<file path="config.mk">
export PLATFORM = sky130hd
export DESIGN_NAME = cdb_arbiter_flat
export DESIGN_NICKNAME = d
export VERILOG_FILES = /design/src/rtl/cdb_arbiter_if.sv /design/src/rtl/cdb_arbiter.sv /design/src/flat_wrapper.sv
export SDC_FILE = /design/constraint.sdc
export NUM_CORES = 1
export LEC_CHECK = 0
export ABC_CLOCK_PERIOD_IN_PS = 12100
export CAP_MARGIN = 20
export CORE_ASPECT_RATIO = 0.9
export CORE_UTILIZATION = 50
export DETAILED_ROUTE_END_ITERATION = 8
export PLACE_DENSITY = 0.78
export RECOVER_POWER = 25
export SLEW_MARGIN = 20
export SYNTH_ARGS = -nofsm -noshare
export SYNTH_HDL_FRONTEND = slang
export SYNTH_SLANG_ARGS = --single-unit
</file>
<file path="constraint.sdc">
create_clock -name gsi_clk -period 12.1 [get_ports gsi_clk]
set_input_delay 2.42 -clock gsi_clk [delete_from_list [all_inputs] [get_ports gsi_clk]]
set_output_delay 2.42 -clock gsi_clk [all_outputs]
set_load 0.01 [all_outputs]
</file>
<file path="src/rtl/cdb_arbiter_if.sv">
// Global clock/reset/flush bundle shared by the scheduler blocks.
// The rest modport is the read-only view used by consumers of these signals.
interface global_signals_if;
  logic clk;
  logic reset;
  logic delete;

  modport rest (
    input clk,
    input reset,
    input delete
  );
endinterface

</file>
<file path="src/rtl/cdb_arbiter.sv">
// Common data bus scheduler: grants up to two distinct requesters per cycle onto cdb[0]/cdb[1]
// with round-robin fairness and an optional bounded lock that lets an owner keep its bus.
module cdb_arbiter #(
  parameter int          NUM_REQ   = 8,
  parameter int          MAX_HOLD  = 4,
  parameter logic [7:0]  IDLE_ADDR = 8'hFF
) (
  global_signals_if.rest     gsi,
  input  logic [NUM_REQ-1:0] get_bus,
  input  logic [NUM_REQ-1:0] lock,
  output logic [1:0][7:0]    select,
  output logic [NUM_REQ-1:0] granted
);

  localparam int IW = (NUM_REQ > 1) ? $clog2(NUM_REQ) : 1;
  localparam int HW = $clog2(MAX_HOLD + 1);
  localparam logic [HW-1:0] HOLD_MAX = HW'(MAX_HOLD);
  localparam logic [HW-1:0] HOLD_ONE = HW'(1);
  localparam logic [IW-1:0] LAST_REQ = IW'(NUM_REQ - 1);

  typedef enum logic {BUS_IDLE, BUS_OWNED} bus_state_t;

  bus_state_t        state_q [2];
  bus_state_t        state_d [2];
  logic [IW-1:0]     owner_q [2];
  logic [IW-1:0]     owner_d [2];
  logic [HW-1:0]     hold_q  [2];
  logic [HW-1:0]     hold_d  [2];
  logic [IW-1:0]     rr_q;
  logic [IW-1:0]     rr_d;

  logic [NUM_REQ-1:0] own_mask [2];
  logic [1:0]         wants_keep;
  logic [1:0]         keep;
  logic [NUM_REQ-1:0] kept_mask;
  logic [NUM_REQ-1:0] hit_mask;
  logic [NUM_REQ-1:0] base;
  logic [NUM_REQ-1:0] cand;
  logic               found_first;
  logic               found_second;
  logic [IW-1:0]      first_idx;
  logic [IW-1:0]      second_idx;
  logic               any_new;
  logic [IW-1:0]      last_idx;

  always_ff @(posedge gsi.clk) begin
    if (gsi.reset) begin
      for (int b = 0; b < 2; b++) begin
        state_q[b] <= BUS_IDLE;
        owner_q[b] <= '0;
        hold_q[b]  <= '0;
      end
      rr_q <= '0;
    end else begin
      for (int b = 0; b < 2; b++) begin
        state_q[b] <= state_d[b];
        owner_q[b] <= owner_d[b];
        hold_q[b]  <= hold_d[b];
      end
      rr_q <= rr_d;
    end
  end

  // Owners still locking at the hold limit step aside only when someone else is waiting.
  always_comb begin
    int idx;
    idx       = 0;
    kept_mask = '0;
    hit_mask  = '0;
    for (int b = 0; b < 2; b++) begin
      own_mask[b] = '0;
      if (state_q[b] == BUS_OWNED) own_mask[b][owner_q[b]] = 1'b1;
      wants_keep[b] = |(own_mask[b] & get_bus & lock);
      keep[b]       = wants_keep[b] && (hold_q[b] < HOLD_MAX);
      if (keep[b]) kept_mask = kept_mask | own_mask[b];
      if (wants_keep[b] && !keep[b]) hit_mask = hit_mask | own_mask[b];
    end
    base = get_bus & ~kept_mask;
    cand = (|(base & ~hit_mask)) ? (base & ~hit_mask) : base;

    found_first  = 1'b0;
    found_second = 1'b0;
    first_idx    = '0;
    second_idx   = '0;
    for (int k = 0; k < NUM_REQ; k++) begin
      idx = int'(rr_q) + k;
      if (idx >= NUM_REQ) idx = idx - NUM_REQ;
      if (cand[idx]) begin
        if (!found_first) begin
          found_first = 1'b1;
          first_idx   = IW'(idx);
        end else if (!found_second) begin
          found_second = 1'b1;
          second_idx   = IW'(idx);
        end
      end
    end

    for (int b = 0; b < 2; b++) begin
      owner_d[b] = owner_q[b];
      if (keep[b]) begin
        state_d[b] = BUS_OWNED;
        hold_d[b]  = hold_q[b] + HOLD_ONE;
      end else begin
        state_d[b] = BUS_IDLE;
        hold_d[b]  = '0;
      end
    end

    any_new  = 1'b0;
    last_idx = '0;
    if (found_first) begin
      if (!keep[0]) begin
        state_d[0] = BUS_OWNED;
        owner_d[0] = first_idx;
        hold_d[0]  = HOLD_ONE;
        any_new    = 1'b1;
        last_idx   = first_idx;
        if (!keep[1] && found_second) begin
          state_d[1] = BUS_OWNED;
          owner_d[1] = second_idx;
          hold_d[1]  = HOLD_ONE;
          last_idx   = second_idx;
        end
      end else if (!keep[1]) begin
        state_d[1] = BUS_OWNED;
        owner_d[1] = first_idx;
        hold_d[1]  = HOLD_ONE;
        any_new    = 1'b1;
        last_idx   = first_idx;
      end
    end

    rr_d = rr_q;
    if (any_new) rr_d = (last_idx == LAST_REQ) ? '0 : last_idx + IW'(1);

    // A flush drops every grant and lock but keeps the fairness pointer where it was.
    if (gsi.delete) begin
      for (int b = 0; b < 2; b++) begin
        state_d[b] = BUS_IDLE;
        hold_d[b]  = '0;
      end
      rr_d = rr_q;
    end
  end

  always_comb begin
    granted = '0;
    for (int b = 0; b < 2; b++) begin
      if (state_q[b] == BUS_OWNED) begin
        select[b]           = 8'(owner_q[b]);
        granted[owner_q[b]] = 1'b1;
      end else begin
        select[b] = IDLE_ADDR;
      end
    end
  end

  sel_distinct: assert property (@(posedge gsi.clk) disable iff (gsi.reset)
    (select[0] != select[1]) || (select[0] == IDLE_ADDR));

  grant_count: assert property (@(posedge gsi.clk) disable iff (gsi.reset)
    $countones(granted) <= 2);

  for (genvar i = 0; i < NUM_REQ; i++) begin : g_grant_match
    grant_matches_select: assert property (@(posedge gsi.clk) disable iff (gsi.reset)
      granted[i] == ((select[0] == 8'(i)) || (select[1] == 8'(i))));
  end

endmodule

</file>
<file path="src/flat_wrapper.sv">
// flat-port wrapper written by rule: the top's interface ports become plain ports
module cdb_arbiter_flat 
#(
  parameter int          NUM_REQ   = 8,
  parameter int          MAX_HOLD  = 4,
  parameter logic [7:0]  IDLE_ADDR = 8'hFF
)
  (get_bus, lock, select, granted, gsi_clk, gsi_reset, gsi_delete);
  global_signals_if gsi_i ();
  input  logic [NUM_REQ-1:0] get_bus;
  input  logic [NUM_REQ-1:0] lock;
  output logic [1:0][7:0] select;
  output logic [NUM_REQ-1:0] granted;
  input wire logic [$bits(gsi_i.clk)-1:0] gsi_clk;
  input wire logic [$bits(gsi_i.reset)-1:0] gsi_reset;
  input wire logic [$bits(gsi_i.delete)-1:0] gsi_delete;
  assign gsi_i.clk = gsi_clk;
  assign gsi_i.reset = gsi_reset;
  assign gsi_i.delete = gsi_delete;
  cdb_arbiter #(.NUM_REQ(NUM_REQ), .MAX_HOLD(MAX_HOLD), .IDLE_ADDR(IDLE_ADDR)) u_core (.gsi(gsi_i), .get_bus(get_bus), .lock(lock), .select(select), .granted(granted));
endmodule
</file>
==> flow_metrics.env <==
export IMPL_maxSlewHeadroom_pct=35.8
export IMPL_hpwl_mm=8.76
export IMPL_fp_coreArea_um2=7080
export IMPL_slew_violations=0
export IMPL_synth_ff_type="dfxtp_1"
export IMPL_sequentialPowerShare_pct=11.2
export IMPL_synthesis_area_um2=3660
export IMPL_end_kind="register"
export IMPL_cts_root_buffer="clkbuf_8"
export IMPL_p_leak_nw=1.51
export IMPL_skew_ns=0.00517
export IMPL_comb_power_share_pct=84.0
export IMPL_drtAntennaViolNets=0
export IMPL_boundaryPins=43
export IMPL_cts_resized_gates=0
export IMPL_rows=29
export IMPL_worst_pin_slew_ns=0.963
export IMPL_status="finished clean"
export IMPL_first_iter_violations=606
export IMPL_path_class="in -> reg"
export IMPL_die_w_um=92.2
export IMPL_clock_path_buffers=2
export IMPL_final_common_cell="nand2_1"
export IMPL_p_sw_share_pct=57.5
export IMPL_netlist_instances=503
export IMPL_start_util_pct=51.8
export IMPL_r2r_cells=18
export IMPL_arrival_ns=8.48
export IMPL_grt_max_degree=37
export IMPL_wirelength_mm=11.6
export IMPL_overflow=0
export IMPL_totalPowerFinal_uw=914
export IMPL_pre_cts_ws_ns=3.79
export IMPL_max_freq_ghz=0.120
export IMPL_cts_clk_slew_worst_paths_ns=0.07
export IMPL_cp_required_ns=12.27
export IMPL_die_h_um=83.2
export IMPL_vias_per_cell=6.91
export IMPL_r2r_end="u_core.rr_q[0]"
export IMPL_ys_ff_latch=17
export IMPL_peakVddDrop_v=0.000195
export IMPL_track_usage_pct=29.2
export IMPL_internal_power_uw=389
export IMPL_wire_per_inst_um=19.2
export IMPL_pwr_density_cell_nw_per_um2=228
export IMPL_min_path_type="reg -> reg"
export IMPL_post_route_util_pct=56.6
export IMPL_synth_avg_cell_area_um2=7.29
export IMPL_grt_setup_unrepaired="false"
export IMPL_antenna_found_initial=0
export IMPL_hold_violations=0
export IMPL_startpoint="get_bus[6]"
export IMPL_synthToLayoutAreaGrowth_pct=9.29
export IMPL_route_detailed_drc=0
export IMPL_antenna_cells=0
export IMPL_synth_cell_types=99
export IMPL_drive_gt1_share_pct=10.4
export IMPL_numPortBuffers=42
export IMPL_dr_pass1_iters=4
export IMPL_cts_max_level=1
export IMPL_period_needed_ns=8.31
export IMPL_cts_buffers=3
export IMPL_most_common_layout_cells="nand2_1 (56), nor2_1 (38), clkdlybuf4s50_1 (32)"
export IMPL_grt_pass1_vias=3669
export IMPL_r2r_slack_ns=5.64
export IMPL_worstSetupEndpoint="u_core.rr_q[0]"
export IMPL_final_nets=538
export IMPL_finalWeightedCongestion=0.958
export IMPL_yosysWarningCount=0
export IMPL_period_share_pct=68.6
export IMPL_cts_sinks=17
export IMPL_r2r_start="u_core.owner_q[0][1]"
export IMPL_grt_first_pass_wirelength_mm=18.5
export IMPL_ys_async_sr_fraction_pct=0
export IMPL_clockPowerShare_pct=4.7
export IMPL_syn_nets=530
export IMPL_finalSetupViolations=0
export IMPL_cts_setup_buffers=0
export IMPL_synth_edf_count=0
export IMPL_setup_tns_ns=0
export IMPL_maxCapViolations=0
export IMPL_power_switching_uw=525
export IMPL_critPathMaxFanout=10
export IMPL_yosysSeqAreaShare_pct=9.29
export IMPL_vias=4168
export IMPL_die_area_um2=7680
export IMPL_cts_tree="done"
export IMPL_hold_buffers=0
export IMPL_fin_ws_ns=3.79
export IMPL_cp_start_kind="input port"
export IMPL_clock_latency_ns=0.26
==> Yosys cell counts, drive strengths merged (12+ instances only) <==
master | count | area, um^2
o21ai | 21 | 113
nand3 | 19 | 95.1
dfxtp | 17 | 340
and2 | 12 | 75.1
buf | 30 | 228
nor2 | 38 | 143
a211oi | 14 | 105
a21oi | 27 | 154
nor3 | 18 | 95.1
inv | 20 | 75.1
nand2 | 56 | 210
mux2i | 12 | 124
clkbuf | 14 | 52.6
==> per-layer routing <==
layer  track usage, %  vias to the layer above  part of all wire, %
met5                0                        -                    0
met4             8.38                        0                  1.4
met3             2.84                       20                  8.4
met2             43.6                      223                   44
met1             43.9                     1983                   46
li1                 -                     1942                    -
==> power groups by stage <==
stage / Sequential (mW) / Combinational, mW / Clock (mW)
floorplan: 0.0789 / 0.619 / 0
global placement: 0.101 / 0.735 / 0
detailed placement: 0.102 / 0.742 / 0
CTS: 0.101 / 0.746 / 0.0438
global route: 0.105 / 0.820 / 0.0473
finish: 0.103 / 0.768 / 0.0434
==> area by class of cell <==
class	count	area [um^2]
Clock buffer	3	41.3
Tap cell	93	116
Sequential cell	17	340
Inverter	21	83.8
Timing Repair Buffer	47	458
Clock inverter	1	5.00
Multi-Input combinational cell	421	2960
Fill cell	693	3070
==> flip-flops by register name (all words and copies together), names as in the netlist <==
| signal | cells |
|---|---|
| u_core.hold_q | 6 |
| u_core.owner_q | 6 |
| u_core.rr_q | 3 |
| u_core.state_q | 2 |
==> cells by family (layout without fill, tap and decap cells) <==
group	Yosys count	after routing	synth area share, %
flip-flops	17	17	9.29
AND/OR/NAND/NOR	219	219	32.7
buffers and inverters	65	72	9.93
AO/OA/AOI/OAI	166	166	37.3
adder cells (fa/ha/maj)	9	9	3.04
XOR/XNOR	8	8	1.91
multiplexers	19	19	5.84
==> per-stage QoR <==
stage,hold slack [ns],instance area [um^2],std cells
after detailed placement,0.443,3960,599
after global routing,0.479,4010,603
final,0.448,4010,603
after global placement,0.434,3960,599
after floorplan,0.423,3660,503
after CTS,0.454,4010,603
==> worst max-delay path: stages <==
cell and delay, ns:
dlygate4sd3_1 0.63, nand2_1 0.10, o22ai_1 0.12, o41ai_2 0.77
buf_4 0.28, o221ai_1 0.17, o41ai_4 0.65, nor3_1 0.16
nor3_1 0.28, and3_1 0.48, or4_1 0.28, or3_4 0.18
o22ai_1 0.07, a2111oi_0 0.75, a221o_1 0.28, o21ai_0 0.10
ha_1 0.24, ha_1 0.20, o41ai_2 0.32
==> how the worst min path moves through the flow <==
stage                         from                   to  slack (ns)  cells after the start
3_5_place_dp   u_core.hold_q[0][3]  u_core.hold_q[0][3]        0.44                      1
2_1_floorplan  u_core.hold_q[0][0]  u_core.hold_q[0][0]        0.42                      1
6_report       u_core.hold_q[0][3]  u_core.hold_q[0][3]        0.45                      1
4_1_cts        u_core.hold_q[0][3]  u_core.hold_q[0][3]        0.45                      1
5_1_grt        u_core.hold_q[0][3]  u_core.hold_q[0][3]        0.48                      1
3_3_place_gp   u_core.hold_q[0][0]  u_core.hold_q[0][0]        0.43                      1
Note: power is estimated with default switching activity, not from simulation.
